File: src/rtl/fifo_pkg.sv
// Shared constants for the FIFO port scheduler.
//   def_width  : data word width, matches the FIFO width
//   def_depth  : FIFO depth in words
//   def_cnt_w  : width of the FIFO occupancy count
//   def_n_req  : default number of write requesters
//   def_idx_w  : width of a requester index
package fifo_pkg;

    localparam int def_width = 16;
    localparam int def_depth = 16;
    localparam int def_cnt_w = 6;
    localparam int def_n_req = 4;
    localparam int def_idx_w = $clog2(def_n_req);

endpackage

File: src/rtl/fifo_port_sched_rr_arbiter.sv
// Round-robin arbiter for the FIFO write side.
//   clk, rst_n : clock, async active-low reset
//   req        : request vector, one bit per requester
//   accept_en  : high when a grant may be accepted (FIFO not full, out of reset)
//   grant      : one-hot grant, zero when nothing is accepted
//   any_req    : at least one requester is valid
//   ptr        : index of the last accepted requester (registered)
module rr_arbiter
    import fifo_pkg::*;
#(
    parameter  int n_req = def_n_req,
    localparam int idx_w = $clog2(n_req)
) (
    input  logic             clk,
    input  logic             rst_n,
    input  logic [n_req-1:0] req,
    input  logic             accept_en,
    output logic [n_req-1:0] grant,
    output logic             any_req,
    output logic [idx_w-1:0] ptr
);

    logic [idx_w-1:0] win_idx;
    logic [idx_w-1:0] cand;
    logic [idx_w:0]   sum;

    // Search starts one past the last winner and wraps; the first hit wins.
    always_comb begin
        win_idx = '0;
        any_req = 1'b0;
        cand    = '0;
        sum     = '0;
        for (int k = 1; k <= n_req; k++) begin
            sum = {1'b0, ptr} + (idx_w+1)'(k);
            if (sum >= (idx_w+1)'(n_req))
                sum = sum - (idx_w+1)'(n_req);
            cand = sum[idx_w-1:0];
            if (!any_req && req[cand]) begin
                any_req = 1'b1;
                win_idx = cand;
            end
        end
    end

    always_comb begin
        grant = '0;
        if (any_req && accept_en)
            grant[win_idx] = 1'b1;
    end

    always_ff @(posedge clk or negedge rst_n) begin
        if (!rst_n)
            ptr <= idx_w'(n_req - 1);
        else if (any_req && accept_en)
            ptr <= win_idx;
    end

endmodule

File: src/rtl/fifo_port_sched.sv
// Shares one FIFO between n_req producers and drains it to a single consumer.
//   clk, reset          : clock, async active-low reset
//   req_valid/req_data  : per-requester write requests, word i at [i*width +: width]
//   req_ready           : one-hot acceptance this cycle
//   grant_id            : last accepted requester (registered)
//   fifo_w_en/fifo_din  : FIFO write port
//   fifo_full           : FIFO full flag
//   fifo_r_en/fifo_dout : FIFO read port, data valid one cycle after fifo_r_en
//   fifo_empty          : FIFO empty flag
//   fifo_count          : FIFO occupancy, mirrored to level
//   out_valid/out_data/out_ready : consumer handshake
//   level               : registered copy of fifo_count
module fifo_port_sched
    import fifo_pkg::*;
#(
    parameter  int width = def_width,
    parameter  int n_req = def_n_req,
    parameter  int cnt_w = def_cnt_w,
    localparam int idx_w = $clog2(n_req)
) (
    input  logic                   clk,
    input  logic                   reset,
    input  logic [n_req-1:0]       req_valid,
    input  logic [n_req*width-1:0] req_data,
    output logic [n_req-1:0]       req_ready,
    output logic [idx_w-1:0]       grant_id,
    output logic                   fifo_w_en,
    output logic [width-1:0]       fifo_din,
    input  logic                   fifo_full,
    output logic                   fifo_r_en,
    input  logic [width-1:0]       fifo_dout,
    input  logic                   fifo_empty,
    input  logic [cnt_w-1:0]       fifo_count,
    output logic                   out_valid,
    output logic [width-1:0]       out_data,
    input  logic                   out_ready,
    output logic [cnt_w-1:0]       level
);

    logic             accept_en;
    logic             any_req;
    logic [n_req-1:0] grant;

    // Combinational outputs are forced low while reset is held.
    assign accept_en = reset & ~fifo_full;

    rr_arbiter #(.n_req(n_req)) u_arb (
        .clk       (clk),
        .rst_n     (reset),
        .req       (req_valid),
        .accept_en (accept_en),
        .grant     (grant),
        .any_req   (any_req),
        .ptr       (grant_id)
    );

    assign req_ready = grant;
    assign fifo_w_en = any_req & accept_en;

    always_comb begin
        fifo_din = '0;
        for (int i = 0; i < n_req; i++)
            if (grant[i])
                fifo_din = fifo_din | req_data[i*width +: width];
    end

    // Two-entry skid buffer absorbing the FIFO's one-cycle read latency.
    logic [width-1:0] skid [2];
    logic             hd;
    logic             tl;
    logic [1:0]       occ;
    logic             inflight;
    logic             pop;
    logic             push;
    logic [1:0]       held;

    assign out_valid = (occ != 2'd0);
    assign out_data  = skid[hd];
    assign pop       = out_valid & out_ready;
    assign push      = inflight;

    // Slots still committed after this cycle's pop; a read is only issued
    // when one slot remains free for the returning word.
    assign held      = occ - {1'b0, pop} + {1'b0, inflight};
    assign fifo_r_en = reset & ~fifo_empty & (held < 2'd2);

    always_ff @(posedge clk or negedge reset) begin
        if (!reset) begin
            skid[0]  <= '0;
            skid[1]  <= '0;
            hd       <= 1'b0;
            tl       <= 1'b0;
            occ      <= 2'd0;
            inflight <= 1'b0;
            level    <= '0;
        end else begin
            inflight <= fifo_r_en;
            level    <= fifo_count;
            if (push) begin
                skid[tl] <= fifo_dout;
                tl       <= ~tl;
            end
            if (pop)
                hd <= ~hd;
            occ <= occ + {1'b0, push} - {1'b0, pop};
        end
    end

endmodule

File: config.mk
export PLATFORM = sky130hd
export DESIGN_NAME = fifo_port_sched
export DESIGN_NICKNAME = d
export VERILOG_FILES = /design/src/rtl/fifo_pkg.sv /design/src/rtl/fifo_port_sched_rr_arbiter.sv /design/src/rtl/fifo_port_sched.sv
export SDC_FILE = /design/constraint.sdc
export NUM_CORES = 1
export LEC_CHECK = 0
export BUFFER_PORTS_ARGS = -buffer_cell sky130_fd_sc_hd__buf_2
export CELL_PAD_IN_SITES_DETAIL_PLACEMENT = 2
export CELL_PAD_IN_SITES_GLOBAL_PLACEMENT = 2
export CORE_MARGIN = 8
export CORE_UTILIZATION = 28
export DETAILED_ROUTE_END_ITERATION = 12
export PLACE_DENSITY = 0.92
export SYNTH_ARGS = -nofsm -noshare
export SYNTH_HDL_FRONTEND = slang
export SYNTH_SLANG_ARGS = --single-unit
File: constraint.sdc
create_clock -name clk -period 6.2 [get_ports clk]
set_input_delay 0.62 -clock clk [delete_from_list [all_inputs] [get_ports clk]]
set_output_delay 0.62 -clock clk [all_outputs]
set_load 0.1 [all_outputs]
==> results.yml, run 1 <==
placed_design:
  post-place-cells: 445
  port_buffers: 141
  hpwl_um: 7170
  gp_congestion: 0.736
clock_tree:
  clock_latency_ns: 0.30
  cts_setup_buffers: 0
  cts_hold_buf: 0
  clock_tree.root_cell: "clkbuf_8"
  cts_tree: "done"
  numCtsBuffers: 5
  h-tree-depth: 2
  cts_sinks: 45
  postCtsResizedCells: 0
  path_clk_slew_ns: 0.08
  clockBufferDepth: 2
drt:
  num_vias: 2216
  wl_per_cell_um: 19.7
  drt-initial-drc-count: 53
  dr.pass1.iters: 3
  drcViolationCount: 0
  ant_nets: 0
  routed_wl_um: 8930
  routed_via_density: 4.89
yosys:
  ys_warn_count: 0
  yosysMostFrequentCell: "mux2_2"
  syn_area_sq_um: 2530
  syn_inst: 207
  syn-num-nets: 304
  synth_top_cells_by_count: "65 x mux2_2, 43 x dfrtp_1, 19 x nand2_1"
  synth.distinct_cells: 33
  synth-edff-count: 0
  yosysSeqAreaShare_pct: 44.6
  yosysTopAreaCellShare_pct: 42.6
  synthArstFlopShare_pct: 100
  syn_avg_cell_area_sq_um: 12.2
  ys.flop_type: "dfrtp_1"
  synth_top_area_cell: "dfrtp_1"
  synth-seq-cells: 45
  ys_top_cells_by_area: "dfrtp_1 43%, mux2_2 29%, a221o_1 6.3%"
global_routing:
  grt.busiest_layer: "met2"
  grt_first_pass_wirelength_um: 14300
  antenna_found_initial: 0
  grt-ovfl-total: 0
  grt_max_degree: 48
  grt_pass1_vias: 2551
  met1_usage_pct: 16.0
  track_usage_pct: 14.2
  grtUsageMet2_pct: 24.6
  met3_usage_pct: 5.14
sta:
  maxSlewHeadroom_pct: 39.4
  finalSetupTns_ns: 0
  finalWorstPathRequiredPeriod_ns: 3.86
  final_max_slew_viol_count: 0
  hold_violations: 0
  finalSetupViolCount: 0
  tightest_slew_ns: 0.909
  worst_clock_skew_ns: 0.0162
  finalCritPeriodShare_pct: 62.3
  rsz0062_at_grt: "no"
  clock.fmax_mhz: 259
finish:
  fin_cells: 453
  area_growth_pct: 34.9
  antenna_cells: 0
  layout-drive-gt1-share_pct: 65.2
  fin_nets: 441
  fillCellCount: 945
setup_path:
  slowest_delay_ns: 0.73
  crit_slowest_cell: "o221ai_2"
  end_kind: "output port"
  r2r_slack_ns: 3.65
  crit_arrival_ns: 3.24
  cp-start-kind: "register"
  cp_cell_sequence: "nand2b_1 -> a21boi_0 -> o221ai_2 -> and2_1 -> a221o_1 -> buf_2"
  crit_buf_inv: 1
  path_class: "register to output port"
  critPathTopFamily: "compound AO/OA/AOI/OAI gates"
  r2r_start: "u_arb.ptr[1]"
  cp_max_fo: 20
  r2r_cells: 5
  worstPathRequired_ns: 5.58
  timing.rr.end: "u_arb.ptr[0]"
run:
  maxCapViolCount: 0
power:
  ir_worst_vdd_mv: 0.476
  design_power_total_uw: 2200
  leakagePower_uw: 0.00165
  powerDensity_nw_per_um2: 644
floorplanning:
  core_area_sq_um: 8720
  die-area_sq_um: 12300
  std_cell_rows: 34
  start_util_pct: 29.0
  ios: 142
  die-height_um: 111
  fp.dieW_um: 111
outcome:
  status: "finished clean"
hold_path:
  hp-class: "input port to asynchronous set/reset pin"
[report_power, final]
part	internal, uW	leakage (uW)	switching [uW]
clock network	121	0.0000554	97.5
logic	364	0.00107	1090
registers	429	0.000529	97.0
total	913	0.00165	1280
[layer usage]
layer	wire length, um	vias up	share of wire [%]
met4	63	0	0.71
met5	0	-	0
li1	-	1036	-
met3	781	4	8.7
met2	4420	113	49
met1	3670	1063	41
[placed cells by master, fill, tap and decap left out, types with 2 or more instances in the layout]
master,Yosys,routed
nor3_1,16,16
and2_1,2,2
inv_1,3,3
buf_2,1,141
mux2_2,65,65
a221o_1,16,16
nand2_1,19,19
buf_4,4,4
nor2_1,2,2
xnor2_1,2,2
xor2_1,2,2
ha_1,2,2
nor3b_1,3,2
nand2b_1,2,2
dfstp_2,2,2
clkbuf_8,0,5
dfrtp_1,43,43
[state kept, by name, summed over array words and instances (netlist names)]
name and flops:
skid 32, tl 1, hd 1, u_arb.ptr 2
occ 2, level 6, inflight 1
[worst register-to-register path, cell delays in order (launching register included)]
cell and delay [ns]:
dfstp_2 0.61, nand2b_1 0.12, a21boi_0 0.10, o221ai_2 0.73, and2_1 0.70, o21bai_1 0.22
[worst max path at each step]
stage                       from      endpoint  slack [ns]  cells after the start
finish              u_arb.ptr[1]  fifo_din[12]        2.34                      6
global route        u_arb.ptr[1]  fifo_din[10]        2.09                      6
CTS                 u_arb.ptr[1]  fifo_din[10]        2.27                      6
detailed placement  req_valid[2]  fifo_din[10]        2.38                      7
global placement    req_valid[2]   fifo_din[0]        2.46                      7
floorplan           req_valid[0]  req_ready[0]        1.24                      4
[stage by stage]
stage / util (%) / area, sq um / worst slack [ns] / hold WS [ns]
floorplan: - / 2530 / 1.24 / 0.324
global placement: 37.8 / 3300 / 2.46 / 0.471
detailed placement: 37.8 / 3300 / 2.38 / 0.492
CTS: 39.1 / 3410 / 2.27 / 0.414
global route: 39.1 / 3410 / 2.09 / 0.416
finish: 39.1 / 3410 / 2.34 / 0.403
[layout make-up]
type / count / area (sq um) / share of cell area, %
well taps: 108 / 135 / 3.96
flip-flops and latches: 45 / 1130 / 33.1
repair buffers: 145 / 736 / 21.6
inverters: 3 / 11.3 / 0.330
clock buffers: 6 / 72.6 / 2.13
clock inverters: 2 / 38.8 / 1.14
multi-input cells: 144 / 1290 / 37.8
[cells by family (layout without fill, tap and decap cells)]
kind of cell             after synthesis  after routing  share of synthesized area (%)
multiplexers                          65             65                           28.9
AND/OR/NAND/NOR                       50             50                           9.80
flip-flops                            45             45                           44.6
AO/OA/AOI/OAI                         23             23                           9.45
buffers and inverters                 18            156                           4.80
XOR/XNOR                               4              4                           1.39
adder cells (fa/ha/maj)                2              2                          0.989
Note: power is estimated with default switching activity, not from simulation.
==> run 2, diff against run 1 <==
Settings changed: CORE_UTILIZATION 28 to 24, PLACE_DENSITY 0.92 to 0.84.
Clock period 6.2 ns to 3.4 ns, I/O delays scaled along.
==> run 2 against run 1 <==
First-iteration DRC count rose by 77%. Register-to-register slack got worse by 2.3 ns. Die area rose by 14%. Critical path type unchanged.
==> results.yml, run 2 (synthesized netlist as in run 1, its figures left out) <==
outcome:
  status: "finished clean"
drt:
  routed_via_density: 4.70
  drcViolationCount: 0
  num_vias: 2275
  drt-initial-drc-count: 94
  dr.pass1.iters: 2
  ant_nets: 0
  wl_per_cell_um: 19.3
  routed_wl_um: 9340
global_routing:
  grt_first_pass_wirelength_um: 15000
  track_usage_pct: 13.2
  antenna_found_initial: 1
  grt-ovfl-total: 0
  grt_max_degree: 47
  grt_pass1_vias: 2671
clock_tree:
  cts_tree: "done"
  postCtsResizedCells: 0
  clock_latency_ns: 0.30
  cts_sinks: 45
  clock_tree.root_cell: "clkbuf_8"
  cts_hold_buf: 0
  clockBufferDepth: 2
  numCtsBuffers: 5
  path_clk_slew_ns: 0.08
  cts_setup_buffers: 0
  h-tree-depth: 2
setup_path:
  critPathTopFamily: "compound AO/OA/AOI/OAI gates"
  slowest_delay_ns: 0.62
  startpoint: "u_arb.ptr[1]"
  r2r_start: "occ[0]"
  worstPathRequired_ns: 3.06
  crit_slowest_cell: "dfstp_2"
  path_class: "register to output port"
  crit_arrival_ns: 2.75
  timing.rr.end: "inflight"
  r2r_cells: 8
  r2r_slack_ns: 1.35
  cp_max_fo: 28
  crit_buf_inv: 2
  end_kind: "output port"
  cp-start-kind: "register"
  cp_cell_sequence: "nand2_1 -> a311oi_4 -> buf_4 -> mux2_2 -> a221o_1 -> buf_12"
sta:
  worst_clock_skew_ns: 0.00936
  tightest_slew_ns: 0.795
  finalCritPeriodShare_pct: 90.9
  finalSetupTns_ns: 0
  finalWorstPathRequiredPeriod_ns: 3.09
  clock.fmax_mhz: 323
  maxSlewHeadroom_pct: 47.0
  rsz0062_at_grt: "no"
  final_max_slew_viol_count: 0
  finalSetupViolCount: 0
  hold_violations: 0
finish:
  largest_register_ffs: 32
  final_area_sq_um: 3770
  final_cell_mix: "123 x buf_2, 65 x mux2_2, 43 x dfrtp_1"
  final_common_cell: "buf_2"
  fillCellCount: 1141
  area_growth_pct: 49.1
  largestRegisters: "skid: 32 flops, level: 6 flops"
  antenna_cells: 0
  largest-register: "skid"
  layout-drive-gt1-share_pct: 69.3
  fin_nets: 444
hold_path:
  hp-class: "input port to register"
  hold_depth: 1
  hold_end: "level[0]"
  min-delay-start: "fifo_count[0]"
floorplanning:
  std_cell_rows: 37
  fp.dieW_um: 119
  die-height_um: 119
  die-area_sq_um: 14100
  start_util_pct: 24.6
  ios: 142
  core_area_sq_um: 10300
placed_design:
  hpwl_um: 7770
  gp_congestion: 0.775
  port_buffers: 141
  dpl_cell_area_sq_um: 3660
run:
  maxCapViolCount: 0
power:
  powerDensity_nw_per_um2: 1090
  leakagePower_uw: 0.00173
  ir_worst_vdd_mv: 1.17
[run 2: changes by cell type in the layout (fill, tap and decap cells not counted), sizes merged]
| cell | previous run | this run |
|---|---|---|
| bufinv | 1 | 0 |
| clkinv | 1 | 0 |
| clkbuf | 6 | 7 |
| inv | 3 | 4 |
| buf | 145 | 148 |
[run 2: how the worst max path moves through the flow]
stage                               to  slack (ns)  cells past startpoint
after floorplan           req_ready[1]        0.24                      8
after global routing      fifo_din[11]        0.14                      6
after global placement    fifo_din[11]        0.65                      8
final                     fifo_din[11]        0.31                      6
after detailed placement   fifo_din[8]        0.59                      6
after CTS                 fifo_din[11]        0.28                      6
[run 2: layer usage]
| layer | global-route usage (%) | part of all wire, % | up-vias |
|---|---|---|---|
| met5 | 0 | 0.14 | - |
| met4 | 3.79 | 1.7 | 2 |
| met3 | 5.71 | 10 | 13 |
| met2 | 23.0 | 47 | 120 |
| met1 | 14.1 | 41 | 1102 |
| li1 | - | - | 1038 |
[run 2: stage by stage]
step	std cells	hold WS [ns]	setup WS, ns	power, uW	utilization [%]
after floorplan	207	0.0444	0.244	3250	-
after global placement	476	0.449	0.647	3720	35.7
after detailed placement	476	0.450	0.590	3790	35.7
after CTS	484	0.130	0.277	4170	36.7
after global routing	484	0.131	0.143	4300	36.7
final	484	0.143	0.308	4110	36.7
[run 2: worst register-to-register path, cell delays in order, from the launching register on]
cell	delay, ns
dfrtp_1	0.39
or2_2	0.31
and2_1	0.19
ha_1	0.28
inv_1	0.04
ha_1	0.18
xnor2_1	0.14
xnor2_1	0.33
nor3b_4	0.08
[run 2: power by group]
part,total (uW),switching (uW),internal [uW]
Clock,364,176,188
Sequential,950,168,781
Combinational,2800,2010,787
[run 2: area by class of cell]
cell class / instances / area, sq um / area share, %
well taps: 136 / 170 / 4.51
clock inverters: 1 / 8.76 / 0.232
multi-input cells: 144 / 1330 / 35.2
clock buffers: 7 / 96.3 / 2.56
flip-flops and latches: 45 / 1130 / 29.9
inverters: 3 / 11.3 / 0.299
repair buffers: 148 / 1030 / 27.3
==> run 3, diff against run 2 <==
Settings changed: PLACE_DENSITY 0.84 to not set, PLACE_DENSITY_LB_ADDON set to 0.1.
==> run 3 against run 2 <==
Via count shrank 2.5%. Worst setup slack better by 0.11 ns. Sequential power hardly changed. Largest power group unchanged. Highest routed layer is now met4.
==> results.yml, run 3 (synthesized netlist as in run 1, its figures left out) <==
finish:
  layout-drive-gt1-share_pct: 69.3
  final_area_sq_um: 3760
  largest_register_ffs: 32
  antenna_cells: 0
  final_common_cell: "buf_2"
  largest-register: "skid"
  area_growth_pct: 48.8
  final_cell_mix: "123 x buf_2, 65 x mux2_2, 43 x dfrtp_1"
  fin_nets: 445
  fillCellCount: 1152
  largestRegisters: "skid: 32 flops, level: 6 flops"
power:
  leakagePower_uw: 0.00173
  ir_worst_vdd_mv: 0.981
  p_int_uw: 1710
  seqPwrFrac_pct: 23.4
  p_comb_share_pct: 68.3
  powerDensity_nw_per_um2: 1080
  pwr-share-clk_pct: 8.3
  sw_frac_of_total_pct: 57.9
  p_sw_uw: 2350
sta:
  finalCritPeriodShare_pct: 87.7
  rsz0062_at_grt: "no"
  tightest_slew_ns: 0.780
  maxSlewHeadroom_pct: 47.8
  final_max_slew_viol_count: 0
  clock.fmax_mhz: 335
  finalSetupViolCount: 0
  finalSetupTns_ns: 0
  finalWorstPathRequiredPeriod_ns: 2.98
  worst_clock_skew_ns: 0.00733
  hold_violations: 0
drt:
  drt-initial-drc-count: 60
  drcViolationCount: 0
  num_vias: 2218
  wl_per_cell_um: 18.7
  ant_nets: 0
  routed_wl_um: 9070
  routed_via_density: 4.57
  dr.pass1.iters: 4
clock_tree:
  postCtsResizedCells: 0
  cts_hold_buf: 0
  cts_tree: "done"
  clock_tree.root_cell: "clkbuf_8"
  clock_latency_ns: 0.30
  cts_sinks: 45
  clockBufferDepth: 2
  cts_setup_buffers: 0
  path_clk_slew_ns: 0.09
  numCtsBuffers: 5
  h-tree-depth: 2
global_routing:
  grt_pass1_vias: 2532
  grt-ovfl-total: 0
  grt_first_pass_wirelength_um: 14700
  antenna_found_initial: 0
  grt_max_degree: 47
  track_usage_pct: 12.8
floorplanning:
  std_cell_rows: 37
  core_area_sq_um: 10300
  die-height_um: 119
  fp.dieW_um: 119
  die-area_sq_um: 14100
  start_util_pct: 24.6
  ios: 142
hold_path:
  hp-class: "input port to register"
  hold_depth: 1
run:
  maxCapViolCount: 0
setup_path:
  worstPathRequired_ns: 3.06
  crit_slowest_cell: "dfstp_2"
  crit_arrival_ns: 2.64
  crit_buf_inv: 2
  cp-start-kind: "register"
  cp_max_fo: 27
  slowest_delay_ns: 0.61
  path_class: "register to output port"
  r2r_cells: 5
  end_kind: "output port"
  critPathTopFamily: "compound AO/OA/AOI/OAI gates"
  crit_cells: 6
  cp_cell_sequence: "nand2_1 -> a311oi_4 -> buf_4 -> mux2_2 -> a221o_2 -> buf_12"
placed_design:
  dpl_cell_area_sq_um: 3670
  gp_congestion: 0.691
  port_buffers: 141
  hpwl_um: 7400
outcome:
  status: "finished clean"
-- run 3: final cells by class --
cell class	instances	area, sq um	area share (%)
multi-input combinational	144	1330	35.3
sequential	45	1130	30.0
timing repair buffer	149	1040	27.5
tap	136	170	4.52
clock buffer	5	68.8	1.83
clock inverter	3	21.3	0.565
inverter	3	11.3	0.299
-- run 3: per-layer routing --
metal  track usage (%)  wire, um  up-vias
li1                  -         -     1038
met1              15.7      4070     1081
met2              21.7      4340       97
met3              4.00       623        2
met4              2.37        36        0
met5                 0         0        -
-- run 3: stage by stage --
| stage | total power (uW) | std cells | setup slack [ns] | util (%) | hold slack (ns) |
|---|---|---|---|---|---|
| 4_1_cts | 4140 | 485 | 0.356 | 36.6 | 0.135 |
| 6_report | 4070 | 485 | 0.417 | 36.6 | 0.148 |
| 5_1_grt | 4270 | 485 | 0.181 | 36.6 | 0.133 |
| 3_5_place_dp | 3790 | 477 | 0.678 | 35.7 | 0.450 |
| 3_3_place_gp | 3740 | 477 | 0.709 | 35.7 | 0.449 |
| 2_1_floorplan | 3250 | 207 | 0.244 | - | 0.0444 |
-- run 3: power by group through the flow --
stage	Combinational, uW	Clock (uW)	Sequential (uW)
floorplan	2280	0	968
global placement	2790	0	947
detailed placement	2810	0	972
CTS	2820	357	960
global route	2910	374	988
finish	2780	337	951
-- run 3: path summary, 6_finish.rpt --
check,endpoint,startpoint,slack [ns]
min in group asynchronous,skid[26],reset,0.19
hold / removal,level[3],fifo_count[3],0.15
setup / recovery,fifo_din[0],u_arb.ptr[1],0.42
hold reg to reg,skid[0],skid[0],0.51
setup reg to reg,u_arb.ptr[0],u_arb.ptr[1],1.31
max in group asynchronous,occ[1],reset,2.81
-- run 3: worst register-to-register path, stage by stage, from the launching register on --
cell and delay (ns):
dfstp_2 0.61, nand2b_1 0.12, a21boi_0 0.09, o221ai_2 0.34, and2_1 0.65, o21bai_1 0.21
